===== src/rtl/draw_triangle.sv =====
// draw_triangle: walks the three edges of a clamped triangle, handing each
// non-degenerate edge to a downstream line rasterizer via a start/done handshake.
`default_nettype none

module draw_triangle #(
  parameter logic [9:0] MAX_X = 10'd639,
  parameter logic [9:0] MAX_Y = 10'd479
) (
  input  logic       clk,
  input  logic       rst_n,
  input  logic       i_tri_valid,
  output logic       o_tri_ready,
  input  logic [9:0] i_v0x,
  input  logic [9:0] i_v0y,
  input  logic [9:0] i_v1x,
  input  logic [9:0] i_v1y,
  input  logic [9:0] i_v2x,
  input  logic [9:0] i_v2y,
  output logic       o_line_start,
  input  logic       i_line_done,
  output logic [9:0] o_x0,
  output logic [9:0] o_y0,
  output logic [9:0] o_x1,
  output logic [9:0] o_y1,
  output logic [1:0] o_edge_idx,
  output logic       o_busy,
  output logic       o_tri_done
);

  localparam logic [2:0] S_IDLE  = 3'd0;
  localparam logic [2:0] S_SETUP = 3'd1;
  localparam logic [2:0] S_RUN   = 3'd2;
  localparam logic [2:0] S_GAP   = 3'd3;
  localparam logic [2:0] S_FIN   = 3'd4;

  logic [2:0] r_state;
  logic [2:0] w_next_state;
  logic [9:0] r_v0x, r_v0y, r_v1x, r_v1y, r_v2x, r_v2y;
  logic [9:0] r_x0, r_y0, r_x1, r_y1;
  logic [1:0] r_edge_idx;
  logic       r_line_start;
  logic [9:0] w_ax, w_ay, w_bx, w_by;
  logic       w_degen;

  function automatic logic [9:0] clamp(input logic [9:0] v, input logic [9:0] lim);
    return (v > lim) ? lim : v;
  endfunction

  // Edge endpoint selection: 0 = v0->v1, 1 = v1->v2, 2 = v2->v0
  always_comb begin
    w_ax = r_v2x;
    w_ay = r_v2y;
    w_bx = r_v0x;
    w_by = r_v0y;
    case (r_edge_idx)
      2'd0: begin
        w_ax = r_v0x; w_ay = r_v0y; w_bx = r_v1x; w_by = r_v1y;
      end
      2'd1: begin
        w_ax = r_v1x; w_ay = r_v1y; w_bx = r_v2x; w_by = r_v2y;
      end
      default: ;
    endcase
    w_degen = (w_ax == w_bx) && (w_ay == w_by);
  end

  always_ff @(posedge clk or negedge rst_n) begin
    if (!rst_n) r_state <= S_IDLE;
    else        r_state <= w_next_state;
  end

  always_comb begin
    w_next_state = r_state;
    case (r_state)
      S_IDLE:  if (i_tri_valid) w_next_state = S_SETUP;
      S_SETUP: w_next_state = w_degen ? S_GAP : S_RUN;
      S_RUN:   if (i_line_done) w_next_state = S_GAP;
      S_GAP:   w_next_state = (r_edge_idx == 2'd2) ? S_FIN : S_SETUP;
      S_FIN:   w_next_state = S_IDLE;
      default: w_next_state = S_IDLE;
    endcase
  end

  always_comb begin
    o_tri_ready = (r_state == S_IDLE);
    o_busy      = (r_state != S_IDLE);
    o_tri_done  = (r_state == S_FIN);
  end

  // Datapath: vertex capture, endpoint load, edge counter and registered start
  always_ff @(posedge clk or negedge rst_n) begin
    if (!rst_n) begin
      r_v0x <= '0; r_v0y <= '0; r_v1x <= '0; r_v1y <= '0; r_v2x <= '0; r_v2y <= '0;
      r_x0 <= '0; r_y0 <= '0; r_x1 <= '0; r_y1 <= '0;
      r_edge_idx   <= 2'd0;
      r_line_start <= 1'b0;
    end else begin
      r_line_start <= (w_next_state == S_RUN);
      case (r_state)
        S_IDLE: if (i_tri_valid) begin
          r_v0x <= clamp(i_v0x, MAX_X); r_v0y <= clamp(i_v0y, MAX_Y);
          r_v1x <= clamp(i_v1x, MAX_X); r_v1y <= clamp(i_v1y, MAX_Y);
          r_v2x <= clamp(i_v2x, MAX_X); r_v2y <= clamp(i_v2y, MAX_Y);
        end
        S_SETUP: begin
          r_x0 <= w_ax; r_y0 <= w_ay; r_x1 <= w_bx; r_y1 <= w_by;
        end
        S_GAP: if (r_edge_idx != 2'd2) r_edge_idx <= r_edge_idx + 2'd1;
        S_FIN: r_edge_idx <= 2'd0;
        default: ;
      endcase
    end
  end

  assign o_line_start = r_line_start;
  assign o_x0         = r_x0;
  assign o_y0         = r_y0;
  assign o_x1         = r_x1;
  assign o_y1         = r_y1;
  assign o_edge_idx   = r_edge_idx;

endmodule

`default_nettype wire


===== config.mk =====
export PLATFORM = sky130hd
export DESIGN_NAME = draw_triangle
export DESIGN_NICKNAME = d
export VERILOG_FILES = /design/src/rtl/draw_triangle.sv
export SDC_FILE = /design/constraint.sdc
export NUM_CORES = 1
export LEC_CHECK = 0
export BUFFER_PORTS_ARGS = -buffer_cell sky130_fd_sc_hd__buf_2
export CAP_MARGIN = 20
export CELL_PAD_IN_SITES_DETAIL_PLACEMENT = 2
export CELL_PAD_IN_SITES_GLOBAL_PLACEMENT = 2
export CORE_UTILIZATION = 30
export CTS_CLUSTER_DIAMETER = 50
export DETAILED_ROUTE_END_ITERATION = 8
export GPL_TIMING_DRIVEN = 0
export PLACE_DENSITY_LB_ADDON = 0.1
export SLEW_MARGIN = 20
export SYNTH_ARGS = -nofsm -noshare
export SYNTH_HDL_FRONTEND = slang
export SYNTH_SLANG_ARGS = --single-unit

===== constraint.sdc =====
create_clock -name clk -period 2.87 [get_ports clk]
set_clock_uncertainty 0.15 [all_clocks]
set_input_delay 0.574 -clock clk [delete_from_list [all_inputs] [get_ports clk]]
set_output_delay 0.574 -clock clk [all_outputs]
set_load 0.05 [all_outputs]

# Word-level counts from Yosys, hierarchy flattened
# Index checks and enable logic that the tools add are counted.
# classes
add_sub_neg,1
order_cmp,6
eq_ne,11
mux,17
n_reduce_logical,7
# ops
cell,n
one-hot mux 10 bit (2 select lines),4
two-way mux 10 bit,6
greater-than comparator 10 bit (second input constant),3
greater-than comparator 10 x 9 -> 1 bit (second input constant),3
== test 10 bit,2
one-hot mux 3 bit (4 select lines),1
== test 3 x 2 -> 1 bit (second input constant),3
two-way mux 3 bit,3
!= test 2 bit (second input constant),2
one-hot mux 2 bit (2 select lines),1
AND reduction 2 bit,2
== test 3 x 1 -> 1 bit (second input constant),1
== test 3 bit (second input constant),1
logical NOT 3 bit,1
nonzero test 3 bit,1
adder 2 x 1 -> 2 bit (second input constant),1
== test 2 x 1 -> 1 bit (second input constant),1
== test 2 bit (second input constant),1
logical NOT 2 bit,1
two-way mux 2 bit,1
nonzero test 2 bit,1
logical AND 1 bit,1
two-way mux 1 bit,1
# totals
regBits,106
input_bits,64
out_inout_bits,46
wordCells,55

# Logic depth before layout (Yosys ltp)
# depth
depth_word,7
depth_mapped,11
ltp_nobuf,8

# Worst setup path after synthesis
# Ideal clock, no wire load.
# synth_timing
path_kind,reg2out
startpoint,register r_state[0]
endpoint,output port o_busy
arrival_ps,2250
required_ps,2146
setup_slack_ps,-104
path_stages_with_launch,3
cell_sequence,dfrtp_1 nor3_1 inv_1
# synth_via
elab_chain_cells,1
# synth_rtl
item,line,source
"start, declared",36,logic [2:0] r_state;
"start signal, assigned",69,else r_state <= w_next_state;
nonzero test 3 bit,86,o_busy = (r_state != S_IDLE);
"end, declared",26,"output logic o_busy,"
# Every way passes these cells.

# Final worst setup path
# layout_timing
startpoint,"register r_edge_idx[0], in the netlist o_edge_idx[0]"
endpoint,register r_state[0]
# layout_via
elab_chain_cells,6
word_cells_on_any_way,13
cone_classes,4 x eq/ne; 7 x mux; 2 x reduce/logical
# layout_rtl
item,line,source
"start, declared",40,logic [1:0] r_edge_idx;
"start signal, assigned",108,S_GAP: if (r_edge_idx != 2'd2) r_edge_idx <= r_edge_idx + 2'd1;
== test 2 x 1 -> 1 bit / logical NOT 2 bit (equally long branches),55,case (r_edge_idx)
one-hot mux 10 bit (2 select lines),55,
== test 10 bit,64,w_degen = (w_ax == w_bx) && (w_ay == w_by);
logical AND 1 bit,64,
two-way mux 1 bit,76,S_SETUP: w_next_state = w_degen ? S_GAP : S_RUN;
one-hot mux 3 bit (4 select lines) *,74,case (r_state)
net w_next_state[0],37,logic [2:0] w_next_state;
# Mark *: on every way through the listed nets, which the timed path passes. The rest lies on a longest branch.
# A chain may end at the register's enable or synchronous reset.

==> results.tsv <==
stage	metric	value	unit
logic_synthesis	yosys-top-cells-count	nand2_1, dfrtp_1, nor2_1	
sta	max_slew_margin	0.562	
floorplan	coreArea	19000	um^2
cts	cts_sinks	106	
cts	clockRootBuffer	clkbuf_16	
power_and_ir_drop	p_leak	3.14	nW
logic_synthesis	syn_inst	660	
cts	htreeDepth	3	
cts	clk_pin_slew_worst_paths	70	ps
global_route	grt_pass1_wl	37500	um
power_and_ir_drop	p_switching	5.67	mW
logic_synthesis	synth_nets	727	
power_and_ir_drop	peakVddDrop	0.537	mV
global_route	overflow	0	
drt	first_pass_iters	4	
sta	period_needed	2750	ps
global_route	grtUsageMet1	0.358	
run	maxCapViolCount	0	
cells_and_area	utilization	0.382	
setup_path	r2r-start	o_edge_idx[0]	
global_route	grt_use_met3	0.0246	
sta	slew_viol_final	0	
drt	drtIter0Drc	289	
sta	final.period_utilization	0.958	
cells_and_area	antenna_cells	0	
global_route	busiest_layer	met2	
setup_path	r2r-end	r_state[0]	
floorplan	initial_core_util	0.310	
drt	drc	0	
logic_synthesis	ys_warn_count	0	
global_route	antenna_found_initial	0	
setup_path	worstPathMaxFanout	10	
power_and_ir_drop	power_density	1480	nW/um^2
cts	clockBufferDepth	2	
sta	fin_setup_tns	0	ps
setup_path	ff2ff_path_depth	11	
logic_synthesis	syn_area_per_cell	8.90	um^2
place	gp_congestion	0.864	
logic_synthesis	synth_area_leaders	dfrtp_1, nand2_1, a22oi_1	
sta	finalSetupViolations	0	
drt	vias	5682	
power_and_ir_drop	power_frac_seq	0.315	
floorplan	io_pins	110	
place	port_buffers	109	
floorplan	rows	50	
setup_path	cp.arrival	2880	ps
setup_path	reg2reg_slack	120	ps
cells_and_area	drive_above_1_share	0.223	
logic_synthesis	synth_cell_type_count	51	
sta	max_freq	364	MHz
cells_and_area	finalNetCount	853	
sta	setup_ws	122	ps
setup_path	endpoint	r_state[0]	
power_and_ir_drop	p_total	10.7	mW
place	post-place-ws	-345	ps
cts	insertion_delay	350	ps
logic_synthesis	synth_ff_type	dfrtp_1	
logic_synthesis	yosysMostFrequentCell	nand2_1	
cts	cts_tree	built	
setup_path	crit_required	3000	ps
setup_path	end_kind	register	
drt	viasPerCell	5.41	
cells_and_area	area_growth	23.2	%
cts	numCtsBuffers	9	
setup_path	cp-startpoint	o_edge_idx[0]	
logic_synthesis	synth_top_area_cell	dfrtp_1	
setup_path	worst_setup_path_start_kind	register	
sta	tightest_slew	657	ps
global_route	grt_pass1_vias	6168	
power_and_ir_drop	clkPwrFrac	0.117	
power_and_ir_drop	p_comb_frac	0.569	
logic_synthesis	syn-cell-area	5870	um^2
outcome	status	complete, no violations	
drt	final_antenna_net_count	0	
place	hpwl	19100	um
logic_synthesis	netlist.area_leader.share	0.452	
drt	routed_wl	24100	um
logic_synthesis	synth-seq-cells	106	
worst_hold_path	hp-class	in -> reg	
power_and_ir_drop	p_sw_frac	0.531	
drt	routedWlPerCell	22.9	um
floorplan	die_w	142	um
sta	rsz0062_at_grt	true	
floorplan	die_y	142	um
power_and_ir_drop	p_int	5.01	mW
sta	finalHoldViolCount	0	
global_route	track_usage	0.252	
logic_synthesis	ys_seq_area_frac	0.452	
global_route	grt_start_max_net_pins	68	
sta	whs	276	ps
logic_synthesis	synth_edf_count	0	
global_route	grt_use_met2	0.402	
setup_path	worstSetupPathType	reg -> reg	
logic_synthesis	async_flop_share	1.00	
floorplan	die_area	20100	um^2
-- state kept, by name (all words and copies together) (netlist names), 3 cells and up --
register / cells
r_v0y: 10
o_y0: 10
o_x1: 10
r_v1x: 10
r_v2x: 10
o_y1: 10
r_v2y: 10
r_v1y: 10
r_v0x: 10
o_x0: 10
r_state: 3
-- cell families (layout without fill, tap and decap cells) --
| family | count (synthesis) | count (layout) | synth area share |
|---|---|---|---|
| compound gates | 212 | 212 | 0.249 |
| xor+xnor | 14 | 14 | 0.0222 |
| fa+ha+maj | 3 | 3 | 0.00639 |
| buf+inv | 66 | 196 | 0.0543 |
| flops | 106 | 106 | 0.452 |
| mux | 4 | 4 | 0.00682 |
| simple gates | 255 | 255 | 0.210 |
-- cell usage in the layout, fill, tap and decap left out, types with 5 or more instances in the layout --
master	Yosys	final
a21oi_1	22	21
a22o_1	11	11
a22oi_1	46	45
o22a_1	12	12
dfrtp_1	106	105
nand2b_1	16	16
o21ai_0	43	43
or4bb_1	5	5
clkbuf_16	0	9
o21bai_1	7	7
buf_2	9	113
nand3b_1	13	13
a31oi_1	33	33
inv_1	20	20
clkbuf_1	23	21
a41oi_1	6	6
buf_6	7	9
nor2_1	54	53
xnor2_1	13	13
buf_4	2	6
nand2_1	127	127
nor3b_1	14	13
-- power by group through the flow --
| stage | sequential (mW) | combinational, mW | clock, mW |
|---|---|---|---|
| final | 3.36 | 6.08 | 1.24 |
| after global routing | 3.46 | 6.60 | 1.34 |
| after CTS | 3.33 | 5.86 | 1.27 |
| after detailed placement | 3.36 | 5.79 | 0 |
| after global placement | 3.29 | 5.61 | 0 |
| after floorplan | 3.87 | 3.17 | 0 |
-- layout make-up --
type / count / area, um^2
Multi-Input combinational cell: 488 / 2990
Timing Repair Buffer: 115 / 632
Inverter: 20 / 75.1
Fill cell: 2161 / 11700
Buffer: 46 / 272
Clock inverter: 3 / 21.3
Clock buffer: 12 / 267
Tap cell: 260 / 325
Sequential cell: 106 / 2650
-- what timing repair did --
| item | CTS | global route |
|---|---|---|
| resized for setup | 8 | 23 |
| setup endpoints to repair | 7 | 25 |
| pin swaps | 2 | 7 |
| hold buffers | 1 | 0 |
| setup buffers | 1 | 3 |
| hold endpoints to repair | 39 | 0 |
-- routing by layer --
metal,share of wire,vias to the layer above,routed length [um]
li1,-,2639,-
met1,0.48,2869,11500
met2,0.46,151,11100
met3,0.041,23,983
met4,0.018,0,442
met5,0,-,0
-- critical path, stage by stage, from the launching register on --
cell,delay [ps]
dfrtp_2,450
inv_1,100
ha_2,240
buf_8,170
buf_6,160
buf_6,170
o21ai_0,210
o32ai_2,260
o2111ai_2,210
nor4_4,240
buf_4,180
o21bai_1,120
-- through the flow --
stage          cell area [um^2]  cells
4_1_cts                    7110   1047
6_report                   7240   1050
3_3_place_gp               6750   1029
3_5_place_dp               6780   1030
5_1_grt                    7240   1050
2_1_floorplan              5880    660
-- how the worst min path moves through the flow --
| stage | startpoint | endpoint | slack, ps | cells after the start |
|---|---|---|---|---|
| after detailed placement | rst_n | o_y1[1] | 360 | 1 |
| after CTS | i_v2y[1] | r_v2y[1] | 270 | 2 |
| after floorplan | rst_n | o_edge_idx[0] | 130 | 0 |
| final | i_v2y[1] | r_v2y[1] | 280 | 2 |
| after global placement | r_v0x[3] | r_v0x[3] | 350 | 2 |
| after global routing | i_v0y[2] | r_v0y[2] | 280 | 2 |
No activity file was read; power rests on OpenSTA's default activity.
